**src/rtl/game_start_ctrl.sv**
```systemverilog
// Session controller: consumes one credit per game start and sequences attract/request/play/game-over.
// Define GAME_START_CONTINUE_EN to allow a start press during game-over to request a new game directly.
module game_start_ctrl #(
    parameter int BLINK_FRAMES       = 30,
    parameter int REQ_TIMEOUT_FRAMES = 4,
    parameter int GAMEOVER_FRAMES    = 180
) (
    input  logic       clk,
    input  logic       resetN,
    input  logic       startOfFrame,
    input  logic       startKeyN,
    input  logic [3:0] credits,
    input  logic       gameOver,
    output logic       gameStart,
    output logic       gameActive,
    output logic       attractMode,
    output logic       blinkOn,
    output logic       gameOverShow,
    output logic [7:0] sessionCount
);

    typedef enum logic [1:0] {
        S_IDLE,
        S_REQ,
        S_PLAYING,
        S_GAME_OVER
    } state_t;

    localparam logic [7:0] BLINK_LAST = 8'(BLINK_FRAMES - 1);
    localparam logic [7:0] REQ_LIMIT  = 8'(REQ_TIMEOUT_FRAMES);
    localparam logic [7:0] OVER_LAST  = 8'(GAMEOVER_FRAMES - 1);

    state_t     r_state;
    logic       r_start_prev;
    logic [7:0] r_frame_cnt;
    logic [3:0] r_cred_snap;
    logic       r_game_start;
    logic       r_game_active;
    logic       r_attract;
    logic       r_blink;
    logic       r_over_show;
    logic [7:0] r_session_cnt;

    logic       w_press;
    logic       w_has_credit;
    logic [7:0] w_cnt_inc;

    // Falling edge of the active-low key; r_start_prev resets low so a held key is not a press.
    assign w_press      = r_start_prev & ~startKeyN;
    assign w_has_credit = (credits != 4'd0);
    assign w_cnt_inc    = r_frame_cnt + 8'd1;

    always_ff @(posedge clk or negedge resetN) begin
        if (!resetN) begin
            r_state       <= S_IDLE;
            r_start_prev  <= 1'b0;
            r_frame_cnt   <= 8'd0;
            r_cred_snap   <= 4'd0;
            r_game_start  <= 1'b0;
            r_game_active <= 1'b0;
            r_attract     <= 1'b1;
            r_blink       <= 1'b0;
            r_over_show   <= 1'b0;
            r_session_cnt <= 8'd0;
        end else begin
            r_start_prev <= startKeyN;
            case (r_state)
                S_IDLE: begin
                    if (w_press && w_has_credit) begin
                        r_state      <= S_REQ;
                        r_frame_cnt  <= 8'd0;
                        r_cred_snap  <= credits;
                        r_game_start <= 1'b1;
                        r_attract    <= 1'b0;
                        r_blink      <= 1'b0;
                    end else if (w_has_credit) begin
                        r_blink     <= 1'b1;
                        r_frame_cnt <= 8'd0;
                    end else if (startOfFrame) begin
                        if (r_frame_cnt == BLINK_LAST) begin
                            r_blink     <= ~r_blink;
                            r_frame_cnt <= 8'd0;
                        end else begin
                            r_frame_cnt <= w_cnt_inc;
                        end
                    end
                end

                S_REQ: begin
                    // A coin inserted mid-request raises credits, so only a strict drop counts.
                    if (credits < r_cred_snap) begin
                        r_state       <= S_PLAYING;
                        r_frame_cnt   <= 8'd0;
                        r_game_start  <= 1'b0;
                        r_game_active <= 1'b1;
                        if (r_session_cnt != 8'hFF) begin
                            r_session_cnt <= r_session_cnt + 8'd1;
                        end
                    end else if (r_frame_cnt == REQ_LIMIT) begin
                        r_state      <= S_IDLE;
                        r_frame_cnt  <= 8'd0;
                        r_game_start <= 1'b0;
                        r_attract    <= 1'b1;
                    end else if (startOfFrame) begin
                        r_frame_cnt <= w_cnt_inc;
                    end
                end

                S_PLAYING: begin
                    if (gameOver) begin
                        r_state       <= S_GAME_OVER;
                        r_frame_cnt   <= 8'd0;
                        r_game_active <= 1'b0;
                        r_over_show   <= 1'b1;
                    end else if (startOfFrame) begin
                        r_frame_cnt <= w_cnt_inc;
                    end
                end

                S_GAME_OVER: begin
`ifdef GAME_START_CONTINUE_EN
                    if (w_press && w_has_credit) begin
                        r_state      <= S_REQ;
                        r_frame_cnt  <= 8'd0;
                        r_cred_snap  <= credits;
                        r_game_start <= 1'b1;
                        r_over_show  <= 1'b0;
                    end else
`endif
                    if (startOfFrame) begin
                        if (r_frame_cnt == OVER_LAST) begin
                            r_state     <= S_IDLE;
                            r_frame_cnt <= 8'd0;
                            r_over_show <= 1'b0;
                            r_attract   <= 1'b1;
                        end else begin
                            r_frame_cnt <= w_cnt_inc;
                        end
                    end
                end

                default: begin
                    r_state <= S_IDLE;
                end
            endcase
        end
    end

    assign gameStart    = r_game_start;
    assign gameActive   = r_game_active;
    assign attractMode  = r_attract;
    assign blinkOn      = r_blink;
    assign gameOverShow = r_over_show;
    assign sessionCount = r_session_cnt;

endmodule

```
**config.mk**
```make
export PLATFORM = sky130hd
export DESIGN_NAME = game_start_ctrl
export DESIGN_NICKNAME = d
export VERILOG_FILES = /design/src/rtl/game_start_ctrl.sv
export SDC_FILE = /design/constraint.sdc
export NUM_CORES = 1
export LEC_CHECK = 0
export ABC_AREA = 1
export CORE_ASPECT_RATIO = 1.4
export CORE_MARGIN = 5
export CORE_UTILIZATION = 34
export CTS_CLUSTER_SIZE = 20
export DETAILED_ROUTE_END_ITERATION = 8
export PLACE_DENSITY = 0.63
export SLEW_MARGIN = 20
export SYNTH_ARGS = -nofsm -noshare
export SYNTH_HDL_FRONTEND = slang
export SYNTH_SLANG_ARGS = --single-unit
```
**constraint.sdc**
```tcl
create_clock -name clk -period 2.1 [get_ports clk]
set_input_delay 0.42 -clock clk [delete_from_list [all_inputs] [get_ports clk]]
set_output_delay 0.42 -clock clk [all_outputs]
set_load 0.02 [all_outputs]
```
# Word-level counts from Yosys, hierarchy flattened
# Index checks and enable logic that the tools add are counted.
dict set report totals {
  register_bits 28
  inputBits 9
  out_inout_bits 13
  elab_cells 89
}
dict set report op_classes {
  add_sub_neg 2
  n_lt_le_gt_ge 1
  n_eq_ne 16
  n_mux 39
  bitwise_logic 3
  reduce_logical 18
}
# cell count
set op_table {}
lappend op_table {{8-bit two-way mux} 10}
lappend op_table {{8-bit case mux with 4 select lines} 1}
lappend op_table {{1-bit two-way mux} 17}
lappend op_table {{8-bit by 1-bit adder with 8-bit output, second input constant} 2}
lappend op_table {{2-bit != test, second input constant} 7}
lappend op_table {{2-bit two-way mux} 6}
lappend op_table {{3-bit AND reduction} 4}
lappend op_table {{3-bit nonzero test} 3}
lappend op_table {{8-bit by 3-bit equality test with 1-bit output, second input constant} 1}
lappend op_table {{8-bit by 5-bit equality test with 1-bit output, second input constant} 1}
lappend op_table {{8-bit equality test, second input constant} 1}
lappend op_table {{8-bit != test, second input constant} 1}
lappend op_table {{2-bit case mux with 4 select lines} 1}
lappend op_table {{1-bit case mux with 2 select lines} 3}
lappend op_table {{6-bit AND reduction} 1}
lappend op_table {{2-bit nonzero test} 3}
lappend op_table {{5-bit AND reduction} 1}
lappend op_table {{2-bit equality test, second input constant} 2}
lappend op_table {{4-bit less-than comparator} 1}
lappend op_table {{4-bit != test, second input constant} 1}
lappend op_table {{2-bit AND reduction} 2}
lappend op_table {{4-bit AND reduction} 1}
lappend op_table {{4-bit nonzero test} 1}
lappend op_table {{3-bit != test, second input constant} 1}
lappend op_table {{6 further kinds} 7}

# Logic depth before layout (Yosys ltp)
dict set report logic_depth {
  word_depth 6
  depth_mapped 12
  ltp_nobuf 12
}

# Worst setup path after synthesis
# OpenSTA, ideal clock, no wires.
dict set report synth_timing {
  path_kind {reg-to-reg}
  start {reg r_session_cnt[0], in the netlist sessionCount[0]}
  end {reg r_session_cnt[3], in the netlist sessionCount[3]}
  setup_ps 120
  arrival_ps 1445
  required_ps 1980
  slack_ps 535
  path_stages_with_launch 9
  n_path_buf 0
  synth_period_minus_slack_ps 1565
  cell_sequence {dfrtp_1 ha_1 nand3_1 nor3_2 nand3_2 nand2_4 inv_2 nand3b_1 nand2_1}
}
dict set report synth_between {
  elab_chain_cells 2
  elab_cells_between_ends 3
}
# element line_no
set synth_rtl {}
lappend synth_rtl {{start, declared} 42} ;# logic [7:0] r_session_cnt;
lappend synth_rtl {{start signal, assigned} 97} ;# r_session_cnt <= r_session_cnt + 8'd1;
lappend synth_rtl {{parallel branches: the longest is 2 deep, another holds 8-bit by 1-bit adder with 8-bit output} -}
# Parallel ways; which one is timed is not known.
# A chain may end at the register's enable or synchronous reset.

# Worst setup path after layout
dict set report layout_timing {
  start {reg r_attract, in the netlist attractMode}
  end {out attractMode}
}
# element line_no
set layout_rtl {}
lappend layout_rtl {{start, declared} 39} ;# logic r_attract;
lappend layout_rtl {{start signal, assigned} 61} ;# r_attract <= 1'b1;
lappend layout_rtl {{start signal, assigned} 74} ;# r_attract <= 1'b0;
lappend layout_rtl {{start signal, assigned} 103} ;# r_attract <= 1'b1;
lappend layout_rtl {{end, declared} 16} ;# output logic attractMode,
# No word-level cell between the ends.

==> reports/metrics.yaml <==
antenna_found_initial: 0
core_um2: 5780
place_inst: 398
detail_route.iter0.violations: 76
grt_max_degree: 29
die_y_um: 100
post-route-period-util_pct: 87.3
outcome: "finished, final reports clean"
timing.fmax_ghz: 0.545
worst_setup_path_start_kind: "flip-flop"
port_buffers: 21
grt_overflow: 0
ys_types: 27
endpoint_kind: "output pin"
fin_cells: 402
area_delta_synth_final_pct: 20.5
die_area_um2: 7480
ys_ff_latch: 28
tritoncts: "done"
layout.nets: 349
grt_usage_pct: 13.8
hold_path_class: "flip-flop to flip-flop"
finalHoldViolCount: 0
wl_per_cell_um: 11.3
crit_chain: "clkdlybuf4s50_1"
fin_setup_tns_ns: 0
p_per_area_nw_per_um2: 1220
rsz0062_at_grt: "false"
relSlewSlack_pct: 75.4
clk_latency_ns: 0.28
die_w_um: 74.5
cts-hold-fix-buffers: 0
drv_slew: 0
skew_ns: 0.00941
yosys_warnings: 0
grt_pass1_wl_mm: 8.28
netlist_area_um2: 1980
grt_pass1_vias: 1968
clk_pin_slew_ns: 0.10
cts_inserted_buffers: 3
seq_area_frac_synth_pct: 35.4
rows: 33
pin_count: 22
crit_family: "buffers and inverters"
cts.sinks: 28
clk_path_buf_depth: 2
setup_viol: 0
crit_required_ns: 1.68
cpMaxStageDelayCell: "clkdlybuf4s50_1"
cp_num_buf_inv: 1
wirelength_mm: 4.56
placed_cell_area_um2: 2330
maxCapViolCount: 0
num-fill-cells: 614
drc_errors: 0
drive_above_1_share_pct: 9.64
tightest_slew_ns: 0.368
synthCells: 302
cts_max_level: 1
hold_ws_ns: 0.474
critPathKind: "flip-flop to output pin"
syn_nets: 318
clock-root-buffer: "clkbuf_8"
critical_path.max_stage_delay_ns: 0.60
final_common_cell: "nand2_1"
period_needed_ns: 1.83
antennaDiodeCount: 0
critPathMaxFanout: 2
design_area_um2: 2390
p_leak_nw: 1.22
cts_resized: 0
gp_congestion: 0.835
drtPass1Iterations: 4
final_cell_mix: "nand2_1 (96), inv_1 (41), nor2_1 (36), nand3_1 (31), dfrtp_1 (27)"
cts_setup_buffers: 0
routed-via-count: 1898
vias_per_cell: 4.72
hpwl_mm: 3.59
initial_core_util_pct: 34.3
ir_worst_vdd_uv: 764
antenna_left: 0
crit_arrival_ns: 1.41
syn_area_per_cell_um2: 6.56
[synth_stat cells, drive strengths merged]
| master | instances | area share [%] |
|---|---|---|
| ha | 7 | 4.4 |
| nand3 | 32 | 8.3 |
| dfrtp | 27 | 34 |
| o21ai | 17 | 4.5 |
| dfstp | 1 | 1.3 |
| buf | 5 | 1.8 |
| xnor2 | 2 | 0.88 |
| nand4 | 8 | 2.5 |
| a41oi | 1 | 0.44 |
| nor2 | 40 | 8.1 |
| a21oi | 6 | 1.5 |
| inv | 48 | 9.1 |
| nand2 | 99 | 19 |
| nand3b | 1 | 0.38 |
| and2 | 1 | 0.32 |
| nor3 | 2 | 0.76 |
| a32oi | 1 | 0.44 |
| xor2 | 4 | 1.8 |
[where the power goes]
group          leakage (nW)  internal [mW]  switching, mW  total, mW
Clock                0.0288          0.168          0.178      0.347
Sequential            0.352          0.762          0.247       1.01
Combinational         0.834          0.632          0.921       1.55
Total                  1.22           1.56           1.35       2.91
[metrics by stage]
stage	total power [mW]	utilization, %	setup slack [ns]
global placement	2.56	40.3	0.0893
global route	3.23	41.3	0.161
floorplan	2.06	-	0.535
finish	2.91	41.3	0.266
CTS	2.94	41.3	0.254
detailed placement	2.58	40.3	0.0462
[kinds of logic after synthesis]
kind of cell / Yosys count / share of synthesized area [%]
fa+ha+maj: 7 / 4.42
xor+xnor: 6 / 2.65
compound gates: 25 / 6.88
flops: 28 / 35.4
simple gates: 183 / 39.8
buf+inv: 53 / 10.9
[per-layer routing]
layer	up-vias	global-route usage, %	share of wire (%)
met5	-	0	0
met4	0	3.42	0.92
met3	4	2.30	3.9
met2	35	25.5	52
met1	851	16.1	44
li1	1008	-	-
[worst min-delay path: stages (launching register included)]
cell	delay (ns)
dfstp_2	0.38
inv_1	0.04
a21oi_1	0.06
[path summary, 6_finish.rpt]
path	from	endpoint	cells past startpoint	slack, ns
worst min register to register	attractMode	attractMode	2	0.47
worst max register to register	r_frame_cnt[0]	r_frame_cnt[6]	10	0.43
worst min-delay path	attractMode	attractMode	2	0.47
min in group asynchronous	resetN	r_frame_cnt[5]	2	0.51
worst max-delay path	attractMode	attractMode	1	0.27
max in group asynchronous	resetN	attractMode	2	1.27
[flip-flops by register name, summed over array words and instances, names as in the netlist, named ones only]
| signal | count |
|---|---|
| blinkOn | 1 |
| sessionCount | 8 |
| gameOverShow | 1 |
| r_start_prev | 1 |
| r_state | 1 |
| r_frame_cnt | 8 |
| r_cred_snap | 4 |
| attractMode | 1 |
| gameStart | 1 |
| gameActive | 1 |
[final cells by class]
type | instances | area [um2] | share of cell area [%]
flip-flops and latches | 28 | 702 | 29.4
repair buffers | 31 | 298 | 12.5
well taps | 70 | 87.6 | 3.67
inverters | 48 | 180 | 7.55
clock buffers | 4 | 55.1 | 2.31
multi-input cells | 221 | 1060 | 44.6
No activity file was read; power rests on OpenSTA's default activity.
